File: config.mk
export PLATFORM = sky130hd
export DESIGN_NAME = uart_tx_fifo_bridge_flat
export DESIGN_NICKNAME = d
export VERILOG_FILES = /design/src/rtl/uart_tx_fifo_bridge_if.sv /design/src/rtl/uart_tx_fifo_bridge.sv /design/src/flat_wrapper.sv
export SDC_FILE = /design/constraint.sdc
export NUM_CORES = 1
export LEC_CHECK = 0
export CORE_MARGIN = 1.5
export CORE_UTILIZATION = 60
export DETAILED_ROUTE_END_ITERATION = 6
export PLACE_DENSITY_LB_ADDON = 0.12
export SKIP_CTS_REPAIR_TIMING = 1
export SLEW_MARGIN = 20
export SYNTH_ARGS = -nofsm -noshare
export SYNTH_HDL_FRONTEND = slang
export SYNTH_SLANG_ARGS = --single-unit
File: constraint.sdc
create_clock -name clock -period 6.9 [get_ports clock]
set_input_delay 1.38 -clock clock [delete_from_list [all_inputs] [get_ports clock]]
set_output_delay 1.38 -clock clock [all_outputs]
set_load 0.05 [all_outputs]
File: src/rtl/uart_tx_fifo_bridge_if.sv
// -----------------------------------------------------------------------------
// uart_tx_fifo_bridge_if
// CPU data-memory bus seen by the UART transmit bridge.
//
// Signals:
//   bus_addr   CPU data address (low 12 bits)
//   bus_wdata  CPU write data
//   bus_we     write strobe, qualified with bus_addr
//   bus_rdata  registered read data (driven by the peripheral)
//
// Modports:
//   master  CPU side (drives address/data/strobe, receives read data)
//   slave   peripheral side
// -----------------------------------------------------------------------------
interface uart_tx_fifo_bridge_if;
    logic [11:0] bus_addr;
    logic [15:0] bus_wdata;
    logic        bus_we;
    logic [15:0] bus_rdata;

    modport master (
        output bus_addr,
        output bus_wdata,
        output bus_we,
        input  bus_rdata
    );

    modport slave (
        input  bus_addr,
        input  bus_wdata,
        input  bus_we,
        output bus_rdata
    );
endinterface

File: src/rtl/uart_tx_fifo_bridge.sv
// -----------------------------------------------------------------------------
// uart_tx_fifo_bridge
// Memory-mapped UART transmitter. CPU writes to the data word are queued in a
// circular FIFO and serialised back-to-back; the status word reports FIFO
// level, not_full, idle and a sticky overflow flag.
//
// Address map (relative to BASE_ADDR):
//   +0  status  read : {level[7:0], 5'b0, overflow, idle, not_full}
//               write: bit2 = 1 clears overflow
//   +1  data    write: push bus_wdata[DATA_BITS-1:0]; read: 0
//
// Ports:
//   clock   single clock
//   n_rst   synchronous active-low reset
//   bus     uart_tx_fifo_bridge_if.slave (addr / wdata / we / rdata)
//   tx      serial output, idle high (registered)
//   busy    FIFO non-empty or frame in progress (registered)
// -----------------------------------------------------------------------------
module uart_tx_fifo_bridge #(
    parameter logic [11:0] BASE_ADDR    = 12'h800,
    parameter int          FIFO_DEPTH   = 8,
    parameter int          CLKS_PER_BIT = 434,
    parameter int          DATA_BITS    = 8,
    parameter int          PARITY       = 0,
    parameter int          STOP_BITS    = 1
) (
    input  logic                        clock,
    input  logic                        n_rst,
    uart_tx_fifo_bridge_if.slave        bus,
    output logic                        tx,
    output logic                        busy
);

    localparam int          PTR_W     = $clog2(FIFO_DEPTH);
    localparam int          LVL_W     = PTR_W + 1;
    localparam int          BAUD_W    = $clog2(CLKS_PER_BIT);
    localparam int          BIT_W     = 3;
    localparam logic [11:0] DATA_ADDR = BASE_ADDR + 12'd1;

    typedef enum logic [2:0] {
        S_IDLE,
        S_START,
        S_DATA,
        S_PARITY,
        S_STOP
    } state_t;

    state_t                 r_state;
    state_t                 w_state_next;

    logic [DATA_BITS-1:0]   r_mem [FIFO_DEPTH];
    logic [PTR_W-1:0]       r_wr_ptr;
    logic [PTR_W-1:0]       r_rd_ptr;
    logic [LVL_W-1:0]       r_level;
    logic                   r_overflow;

    logic [BAUD_W-1:0]      r_baud_cnt;
    logic [BIT_W-1:0]       r_bit_cnt;
    logic [DATA_BITS-1:0]   r_shift;
    logic                   r_parity;

    logic                   r_tx;
    logic                   r_busy;
    logic [15:0]            r_rdata;

    logic                   w_wr_data;
    logic                   w_wr_status;
    logic                   w_empty;
    logic                   w_full;
    logic                   w_idle;
    logic                   w_push;
    logic                   w_pop;
    logic                   w_ovf_set;
    logic                   w_baud_last;
    logic                   w_stop_last;
    logic                   w_tx;
    logic [DATA_BITS-1:0]   w_head;
    logic [15:0]            w_status;
    logic                   w_unused_wdata;

    // ------------------------------------------------------------------
    // Bus decode and FIFO flags
    // ------------------------------------------------------------------
    assign w_wr_data   = bus.bus_we && (bus.bus_addr == DATA_ADDR);
    assign w_wr_status = bus.bus_we && (bus.bus_addr == BASE_ADDR);
    assign w_empty     = (r_level == '0);
    assign w_full      = (r_level == LVL_W'(FIFO_DEPTH));
    assign w_idle      = w_empty && (r_state == S_IDLE);
    assign w_head      = r_mem[r_rd_ptr];

    // A push into a full FIFO still fits when the serializer pops that cycle.
    assign w_push      = w_wr_data && (!w_full || w_pop);
    assign w_ovf_set   = w_wr_data && w_full && !w_pop;

    // Only the low DATA_BITS and bit 2 of the write data carry meaning.
    assign w_unused_wdata = ^bus.bus_wdata;

    // ------------------------------------------------------------------
    // Serializer FSM: state register
    // ------------------------------------------------------------------
    // NOTE: sequential state uses non-blocking assignments so every register
    // samples the pre-edge value of its inputs regardless of process order.
    always_ff @(posedge clock) begin
        if (!n_rst) begin
            r_state <= S_IDLE;
        end else begin
            r_state <= w_state_next;
        end
    end

    assign w_baud_last = (r_baud_cnt == BAUD_W'(CLKS_PER_BIT - 1));
    assign w_stop_last = (r_state == S_STOP) && w_baud_last
                         && (r_bit_cnt == BIT_W'(STOP_BITS - 1));

    // ------------------------------------------------------------------
    // Serializer FSM: next-state logic
    // ------------------------------------------------------------------
    // NOTE: every combinational output gets a default first so no path
    // through the case leaves it unassigned (which would infer a latch).
    always_comb begin
        w_state_next = r_state;
        case (r_state)
            S_IDLE:   if (!w_empty) w_state_next = S_START;
            S_START:  if (w_baud_last) w_state_next = S_DATA;
            S_DATA:   if (w_baud_last && (r_bit_cnt == BIT_W'(DATA_BITS - 1)))
                          w_state_next = (PARITY != 0) ? S_PARITY : S_STOP;
            S_PARITY: if (w_baud_last) w_state_next = S_STOP;
            // Back-to-back: the next queued byte starts without an idle gap.
            S_STOP:   if (w_stop_last)
                          w_state_next = w_empty ? S_IDLE : S_START;
            default:  w_state_next = S_IDLE;
        endcase
    end

    // ------------------------------------------------------------------
    // Serializer FSM: outputs (line level and FIFO pop)
    // ------------------------------------------------------------------
    always_comb begin
        w_tx  = 1'b1;
        w_pop = 1'b0;
        case (r_state)
            S_IDLE:   w_pop = !w_empty;
            S_START:  w_tx  = 1'b0;
            S_DATA:   w_tx  = r_shift[0];
            S_PARITY: w_tx  = r_parity;
            S_STOP:   w_pop = w_stop_last && !w_empty;
            default:  ;
        endcase
    end

    // ------------------------------------------------------------------
    // Bit timing: both counters restart on every state entry and stay
    // cleared while idle.
    // ------------------------------------------------------------------
    always_ff @(posedge clock) begin
        if (!n_rst) begin
            r_baud_cnt <= '0;
            r_bit_cnt  <= '0;
        end else if ((w_state_next != r_state) || (r_state == S_IDLE)) begin
            r_baud_cnt <= '0;
            r_bit_cnt  <= '0;
        end else if (w_baud_last) begin
            r_baud_cnt <= '0;
            r_bit_cnt  <= r_bit_cnt + BIT_W'(1);
        end else begin
            r_baud_cnt <= r_baud_cnt + BAUD_W'(1);
        end
    end

    // Shift register loaded on pop; parity is precomputed from the whole
    // character so the PARITY state just replays it.
    always_ff @(posedge clock) begin
        if (!n_rst) begin
            r_shift  <= '0;
            r_parity <= 1'b0;
        end else if (w_pop) begin
            r_shift  <= w_head;
            r_parity <= (PARITY == 1) ? ~(^w_head) : (^w_head);
        end else if ((r_state == S_DATA) && w_baud_last) begin
            r_shift  <= r_shift >> 1;
        end
    end

    // ------------------------------------------------------------------
    // FIFO storage
    // ------------------------------------------------------------------
    // NOTE: the storage array has no reset; emptiness is defined by the
    // pointers and level, so stale contents are never observed.
    always_ff @(posedge clock) begin
        if (w_push) begin
            r_mem[r_wr_ptr] <= bus.bus_wdata[DATA_BITS-1:0];
        end
    end

    // Pointers wrap naturally because FIFO_DEPTH is a power of two.
    always_ff @(posedge clock) begin
        if (!n_rst) begin
            r_wr_ptr <= '0;
            r_rd_ptr <= '0;
            r_level  <= '0;
        end else begin
            if (w_push) r_wr_ptr <= r_wr_ptr + PTR_W'(1);
            if (w_pop)  r_rd_ptr <= r_rd_ptr + PTR_W'(1);
            case ({w_push, w_pop})
                2'b10:   r_level <= r_level + LVL_W'(1);
                2'b01:   r_level <= r_level - LVL_W'(1);
                default: ;
            endcase
        end
    end

    // Sticky overflow; a new overflow in the clearing cycle takes priority.
    always_ff @(posedge clock) begin
        if (!n_rst) begin
            r_overflow <= 1'b0;
        end else if (w_ovf_set) begin
            r_overflow <= 1'b1;
        end else if (w_wr_status && bus.bus_wdata[2]) begin
            r_overflow <= 1'b0;
        end
    end

    // ------------------------------------------------------------------
    // Registered outputs
    // ------------------------------------------------------------------
    assign w_status = {8'(r_level), 5'b0, r_overflow, w_idle, ~w_full};

    always_ff @(posedge clock) begin
        if (!n_rst) begin
            r_rdata <= '0;
        end else if (bus.bus_addr == BASE_ADDR) begin
            r_rdata <= w_status;
        end else begin
            r_rdata <= '0;
        end
    end

    // busy uses the current level (so it trails a push by one edge) and the
    // next state (so it drops on the same edge IDLE is re-entered).
    always_ff @(posedge clock) begin
        if (!n_rst) begin
            r_tx   <= 1'b1;
            r_busy <= 1'b0;
        end else begin
            r_tx   <= w_tx;
            r_busy <= !w_empty || (w_state_next != S_IDLE);
        end
    end

    assign bus.bus_rdata = r_rdata;
    assign tx            = r_tx;
    assign busy          = r_busy;

endmodule

File: src/flat_wrapper.sv
// flat-port wrapper written by rule: the top's interface ports become plain ports
module uart_tx_fifo_bridge_flat 
#(
    parameter logic [11:0] BASE_ADDR    = 12'h800,
    parameter int          FIFO_DEPTH   = 8,
    parameter int          CLKS_PER_BIT = 434,
    parameter int          DATA_BITS    = 8,
    parameter int          PARITY       = 0,
    parameter int          STOP_BITS    = 1
)
  (clock, n_rst, tx, busy, bus_bus_addr, bus_bus_wdata, bus_bus_we, bus_bus_rdata);
  uart_tx_fifo_bridge_if bus_i ();
  input  logic clock;
  input  logic n_rst;
  output logic tx;
  output logic busy;
  input wire logic [$bits(bus_i.bus_addr)-1:0] bus_bus_addr;
  input wire logic [$bits(bus_i.bus_wdata)-1:0] bus_bus_wdata;
  input wire logic [$bits(bus_i.bus_we)-1:0] bus_bus_we;
  output wire logic [$bits(bus_i.bus_rdata)-1:0] bus_bus_rdata;
  assign bus_i.bus_addr = bus_bus_addr;
  assign bus_i.bus_wdata = bus_bus_wdata;
  assign bus_i.bus_we = bus_bus_we;
  assign bus_bus_rdata = bus_i.bus_rdata;
  uart_tx_fifo_bridge #(.BASE_ADDR(BASE_ADDR), .FIFO_DEPTH(FIFO_DEPTH), .CLKS_PER_BIT(CLKS_PER_BIT), .DATA_BITS(DATA_BITS), .PARITY(PARITY), .STOP_BITS(STOP_BITS)) u_core (.clock(clock), .n_rst(n_rst), .bus(bus_i), .tx(tx), .busy(busy));
endmodule
==> results of run 1 <==
metal layers:
layer / up-vias / GRT usage [%] / part of all wire, % / wire, um
met1: 1526 / 30.78 / 47 / 4177
met2: 52 / 34.82 / 49 / 4367
met5: - / 0 / 0 / 0
li1: 1470 / - / - / -
met3: 8 / 4.831 / 3.5 / 315
met4: 0 / 6.095 / 1.2 / 110
synthesized netlist by cell type, types with 2 or more instances:
| master | count |
|---|---|
| and2_1 | 14 |
| buf_2 | 6 |
| xnor2_1 | 20 |
| nand2b_1 | 3 |
| xor2_1 | 25 |
| buf_4 | 10 |
| a21boi_1 | 2 |
| a31oi_1 | 3 |
| mux4_2 | 16 |
| inv_1 | 6 |
| nor2_1 | 24 |
| nand3_1 | 8 |
| a21boi_0 | 4 |
| dfxtp_1 | 47 |
| mux2i_1 | 24 |
| nor2b_1 | 14 |
| ha_1 | 10 |
| a21oi_1 | 3 |
| nand4_1 | 5 |
| o22ai_1 | 2 |
| o21ai_0 | 7 |
| or2_2 | 2 |
| nor3b_1 | 3 |
| o22a_1 | 2 |
| o21ai_1 | 2 |
| nor3_1 | 4 |
| or3_1 | 3 |
| and3_1 | 2 |
| edfxtp_1 | 64 |
| nand2_1 | 12 |
| nor4b_1 | 4 |
| a221oi_1 | 7 |
| nor4_1 | 3 |
| clkbuf_1 | 6 |
state kept, by name, indices dropped and copies added, names as in the netlist, 3 cells and up, named ones only:
signal and count:
u_core.bus.bus_rdata 7, u_core.r_baud_cnt 9, u_core.r_bit_cnt 3, u_core.r_level 4
u_core.r_mem 64, u_core.r_rd_ptr 3, u_core.r_shift 8, u_core.r_state 3
u_core.r_wr_ptr 3
where the power goes:
part / leakage (nW) / internal [mW] / switching [mW] / total (mW)
combinational: 0.822 / 0.0156 / 0.0228 / 0.0384
sequential: 0.953 / 0.699 / 0.00111 / 0.700
clock: 0.0841 / 0.135 / 0.219 / 0.354
worst reg2reg max path, delay by kind of cell, from the launching register on:
family	cells	cell delay, ns
adder cells (fa/ha/maj)	3	0.76
AO/OA/AOI/OAI	4	0.88
XOR/XNOR	2	0.25
AND/OR/NAND/NOR	3	1.00
flip-flops	1	0.44
cells in the final DEF, fill, tap and decap left out, types with 3 or more instances in the layout:
| cell | netlist | layout |
|---|---|---|
| xor2_1 | 25 | 25 |
| nand4_1 | 5 | 5 |
| or3_1 | 3 | 3 |
| nor2b_1 | 14 | 14 |
| nor4_1 | 3 | 3 |
| dfxtp_1 | 47 | 47 |
| edfxtp_1 | 64 | 64 |
| a31oi_1 | 3 | 3 |
| buf_4 | 10 | 6 |
| a21oi_1 | 3 | 3 |
| a221oi_1 | 7 | 7 |
| a21boi_0 | 4 | 4 |
| and2_1 | 14 | 14 |
| conb_1 | 1 | 9 |
| ha_1 | 10 | 10 |
| inv_1 | 6 | 6 |
| clkdlybuf4s50_1 | 0 | 31 |
| xnor2_1 | 20 | 20 |
| mux4_2 | 16 | 16 |
| clkbuf_8 | 0 | 9 |
| nand3_1 | 8 | 8 |
| nand2_1 | 12 | 12 |
| o21ai_0 | 7 | 7 |
| nor2_1 | 24 | 24 |
| nor3_1 | 4 | 4 |
| mux2i_1 | 24 | 24 |
| nand2b_1 | 3 | 3 |
final timing paths:
| check | start | to | slack [ns] | depth (start not counted) |
|---|---|---|---|---|
| min reg2reg | u_core.r_overflow$_SDFFE_PN0P_ | u_core.bus.bus_rdata[2]$_SDFF_PN0_ | 0.48 | 1 |
| max reg2reg | u_core.r_baud_cnt[0]$_SDFF_PP0_ | u_core.r_level[2]$_SDFFE_PN0P_ | 3.51 | 12 |
| max | bus_bus_addr[5] | u_core.r_level[2]$_SDFFE_PN0P_ | 2.81 | 12 |
| min | u_core.r_overflow$_SDFFE_PN0P_ | u_core.bus.bus_rdata[2]$_SDFF_PN0_ | 0.48 | 1 |
cells by family after synthesis:
logic type | after synthesis | share of synthesized area (%)
mux | 40 | 11.90
compound gates | 40 | 5.778
simple gates | 108 | 11.95
other cells | 1 | 0.07431
fa+ha+maj | 10 | 2.480
xor+xnor | 45 | 7.811
flops | 111 | 56.73
buf+inv | 30 | 3.273
layout make-up:
class	instances	area share, %
Tap cell	105	2.331
Sequential cell	111	50.79
Inverter	7	0.4661
Clock buffer	9	2.198
Timing Repair Buffer	37	6.304
Multi-Input combinational cell	252	36.96
Clock inverter	7	0.9545
==> flow_metrics.env, run 1 <==
export IMPL_drt_vias_per_instance=5.788
export IMPL_yosys_area_top_type="edfxtp_1"
export IMPL_fmax_mhz=244.4
export IMPL_final_max_slew_violation_count=0
export IMPL_grt_max_degree=31
export IMPL_start_kind="input port"
export IMPL_cts_sinks=111
export IMPL_ys_types=52
export IMPL_clockBufferDepth=2
export IMPL_synthToLayoutAreaGrowth_pct=11.70
export IMPL_wirelength_mm=8.970
export IMPL_yosysSeqAreaShare_pct=56.73
export IMPL_clock_root_buffer="clkbuf_8"
export IMPL_num_antenna_cells=0
export IMPL_pin_count=49
export IMPL_post_dp_cell_area_mm2=0.005450
export IMPL_path_max_fanout=8
export IMPL_row_count=33
export IMPL_crit_chain="clkdlybuf4s50_1 > nor4b_1 > nand4_1 > nor2_1 > nand2_1 > ha_1 > xor2_1 > ha_1 > a21oi_1 > xor2_1 > or3_1 > a21boi_0"
export IMPL_fillers=598
export IMPL_drt_iter0_markers=150
export IMPL_ys_flop_type="edfxtp_1"
export IMPL_wire_per_inst_um=16.99
export IMPL_finalCritPeriodShare_pct=59.29
export IMPL_dpl_hpwl_mm=6.259
export IMPL_total_leakage_power_nw=1.860
export IMPL_setup_violations=0
export IMPL_grt_pass1_wl_mm=14.59
export IMPL_drv_cap=0
export IMPL_slowest_stage="clkdlybuf4s50_1"
export IMPL_finClkSkew_ns=0.01267
export IMPL_p_per_area_mw_per_mm2=193.8
export IMPL_antenna_found_initial=0
export IMPL_slew_headroom_pct=39.33
export IMPL_drcViolationCount=0
export IMPL_slowest_delay_ns=0.40
export IMPL_ys_ff_latch=111
export IMPL_end_kind="flop"
export IMPL_grtUsageTotal_pct=22.00
export IMPL_path_clk_slew_ns=0.10
export IMPL_max_vdd_ir_drop_mv=0.1348
export IMPL_dp_cells=512
export IMPL_core_mm2=0.008175
export IMPL_ant_nets=0
export IMPL_initial_core_util_pct=61.72
export IMPL_arrival_ns=4.39
export IMPL_clkLatencyLatePin_ns=0.37
export IMPL_hold_ws_ns=0.4827
export IMPL_multi_input_area_mm2=0.002083
export IMPL_dp_slack_ns=2.415
export IMPL_cts_tree="built"
export IMPL_htree_num_levels=3
export IMPL_synthArstFlopShare_pct=0
export IMPL_totalPowerFinal_mw=1.092
export IMPL_cp_top_family="simple AND/OR/NAND/NOR gates"
export IMPL_postSynthAreaPerCell_um2=13.11
export IMPL_routabilityCongestion=0.7732
export IMPL_drive_above_1_share_pct=11.35
export IMPL_setup_tns_ns=0
export IMPL_io_buffers=31
export IMPL_hold_path_class="reg2reg"
export IMPL_ys_top_cells_by_area="edfxtp_1, dfxtp_1, mux4_2, mux2i_1, xor2_1"
export IMPL_firstDrtPassIters=4
export IMPL_syn_area_mm2=0.005046
export IMPL_yosys_warnings=0
export IMPL_path_buf_inv=1
export IMPL_routed_via_count=3056
export IMPL_grt_pass1_vias=2925
export IMPL_grt_setup_unrepaired="false"
export IMPL_fin_crit_ns=4.091
export IMPL_nets=459
export IMPL_critPathKind="in2reg"
export IMPL_fin_util_pct=68.95
export IMPL_finalHoldViolations=0
export IMPL_fin_ws_ns=2.809
export IMPL_die_h_um=94.71
export IMPL_instances_no_fill=528
export IMPL_synth_edf_count=64
export IMPL_stdcell_area_mm2=0.005637
export IMPL_cp_data_required_time_ns=7.20
export IMPL_status="finished, final reports clean"
export IMPL_die_area_mm2=0.008969
export IMPL_grt_ovfl_total=0
export IMPL_cts_made_buffers=9
export IMPL_tightest_slew_ns=0.9072
export IMPL_seq_area_mm2=0.002863
export IMPL_fp_dieW_um=94.71
export IMPL_synth_top_area_share_pct=38.09
export IMPL_syn_instance_count=385
Note: power is estimated with default switching activity, not from simulation.
==> run 2: changes to the inputs <==
Settings changed: CORE_UTILIZATION 60 to 51.
Clock period 6.9 ns to 3.3 ns, I/O delays scaled along.
==> flow_metrics.env, run 2 (synthesis gave the netlist of run 1 again) <==
export IMPL_fmax_mhz=343.4
export IMPL_grt_max_degree=30
export IMPL_wirelength_mm=8.946
export IMPL_drive_above_1_share_pct=13.59
export IMPL_grt_setup_unrepaired="false"
export IMPL_total_leakage_power_nw=1.928
export IMPL_start_kind="flop"
export IMPL_fp_dieW_um=102.5
export IMPL_largest_reg_flops=64
export IMPL_drcViolationCount=0
export IMPL_layout_common_cells="edfxtp_1, dfxtp_1, clkdlybuf4s50_1"
export IMPL_tightest_slew_ns=0.6940
export IMPL_slowest_stage="or4_1"
export IMPL_arrival_ns=3.22
export IMPL_fin_crit_ns=2.912
export IMPL_row_count=36
export IMPL_initial_core_util_pct=52.11
export IMPL_clock_root_buffer="clkbuf_8"
export IMPL_drt_vias_per_instance=5.333
export IMPL_core_mm2=0.009684
export IMPL_finalCritPeriodShare_pct=88.25
export IMPL_setup_violations=0
export IMPL_drv_cap=0
export IMPL_die_h_um=102.5
export IMPL_hold_path_class="reg2reg"
export IMPL_antenna_found_initial=0
export IMPL_finalHoldViolations=0
export IMPL_grt_pass1_vias=2971
export IMPL_cp_data_required_time_ns=3.60
export IMPL_cts_tree="built"
export IMPL_crit_chain="inv_1 > ha_1 > and4bb_2 > a31oi_1 > or4_1 > inv_2 > ha_1 > xor2_1 > ha_1 > a21oi_1 > xor2_1 > or3_1 > a21boi_0"
export IMPL_final_common_cell="edfxtp_1"
export IMPL_cp_top_family="simple AND/OR/NAND/NOR gates"
export IMPL_dpl_hpwl_mm=6.521
export IMPL_drt_iter0_markers=123
export IMPL_fin_util_pct=59.42
export IMPL_grt_ovfl_total=0
export IMPL_largestRegisters="u_core.r_mem (64), u_core.r_baud_cnt (9), u_core.r_shift (8)"
export IMPL_cts_sinks=111
export IMPL_largest_register="u_core.r_mem"
export IMPL_final_max_slew_violation_count=0
export IMPL_clkLatencyLatePin_ns=0.37
export IMPL_critPathKind="reg2reg"
export IMPL_cp_common_cell="ha_1"
export IMPL_finClkSkew_ns=0.01895
export IMPL_instances_no_fill=567
export IMPL_clockBufferDepth=2
export IMPL_routabilityCongestion=0.7421
export IMPL_synthToLayoutAreaGrowth_pct=14.03
export IMPL_firstDrtPassIters=4
export IMPL_max_vdd_ir_drop_mv=0.2540
export IMPL_routed_via_count=3024
export IMPL_io_buffers=31
export IMPL_end_kind="flop"
export IMPL_path_buf_inv=2
export IMPL_ant_nets=0
export IMPL_slowest_delay_ns=0.53
export IMPL_grt_pass1_wl_mm=14.65
export IMPL_nets=470
export IMPL_num_antenna_cells=0
export IMPL_path_max_fanout=6
export IMPL_htree_num_levels=3
export IMPL_grtUsageTotal_pct=18.76
export IMPL_p_per_area_mw_per_mm2=405.5
export IMPL_slew_headroom_pct=53.63
export IMPL_die_area_mm2=0.01050
export IMPL_status="finished, final reports clean"
export IMPL_pin_count=49
export IMPL_dp_cells=551
export IMPL_path_clk_slew_ns=0.10
export IMPL_setup_tns_ns=0
export IMPL_wire_per_inst_um=15.78
export IMPL_cts_made_buffers=9
-- run 2: cell count changes in the layout (fill, tap and decap cells not counted), sizes merged --
cell      before  now
buf            6   17
clkbuf         9   10
clkinv         1    2
clkinvlp       3    1
-- run 2: through the flow --
step / area, um^2 / hold WS [ns] / worst slack (ns) / total power, mW
after floorplan: 5076 / 0.4406 / 0.3340 / 1.544
after global placement: 5554 / 0.4500 / 0.03793 / 1.576
after detailed placement: 5554 / 0.4674 / -0.01335 / 1.578
after CTS: 5753 / 0.4915 / 0.3002 / 2.364
after global routing: 5754 / 0.5092 / 0.05375 / 2.427
final: 5754 / 0.4860 / 0.3876 / 2.333
-- run 2: power breakdown --
| group | switching, mW | leakage (nW) | internal, mW |
|---|---|---|---|
| logic | 0.0485 | 0.876 | 0.0337 |
| registers | 0.00231 | 0.954 | 1.46 |
| clock network | 0.474 | 0.0982 | 0.314 |
-- run 2: cell type report --
type                    instances  area (um^2)
repair buffers                 48        437.9
fillers                       801         3930
well taps                     133        166.4
multi-input cells             252         2061
inverters                       7        26.28
clock buffers                  10        137.6
flip-flops and latches        111         2864
clock inverters                 6        61.31
-- run 2: worst paths after layout --
check,startpoint,slack (ns),to,cells past startpoint
worst min register to register,u_core.r_baud_cnt[0]$_SDFF_PP0_,0.49,u_core.r_baud_cnt[0]$_SDFF_PP0_,1
worst min-delay path,u_core.r_baud_cnt[0]$_SDFF_PP0_,0.49,u_core.r_baud_cnt[0]$_SDFF_PP0_,1
worst max-delay path,u_core.r_baud_cnt[1]$_SDFF_PP0_,0.39,u_core.r_level[2]$_SDFFE_PN0P_,13
worst max register to register,u_core.r_baud_cnt[1]$_SDFF_PP0_,0.39,u_core.r_level[2]$_SDFFE_PN0P_,13
-- run 2: layer usage --
layer,global-route usage [%],up-vias,part of all wire [%]
met4,4.426,0,1.1
met1,25.24,1488,45
met5,0,-,0
li1,-,1485,-
met2,31.18,41,50
met3,4.309,10,3.3
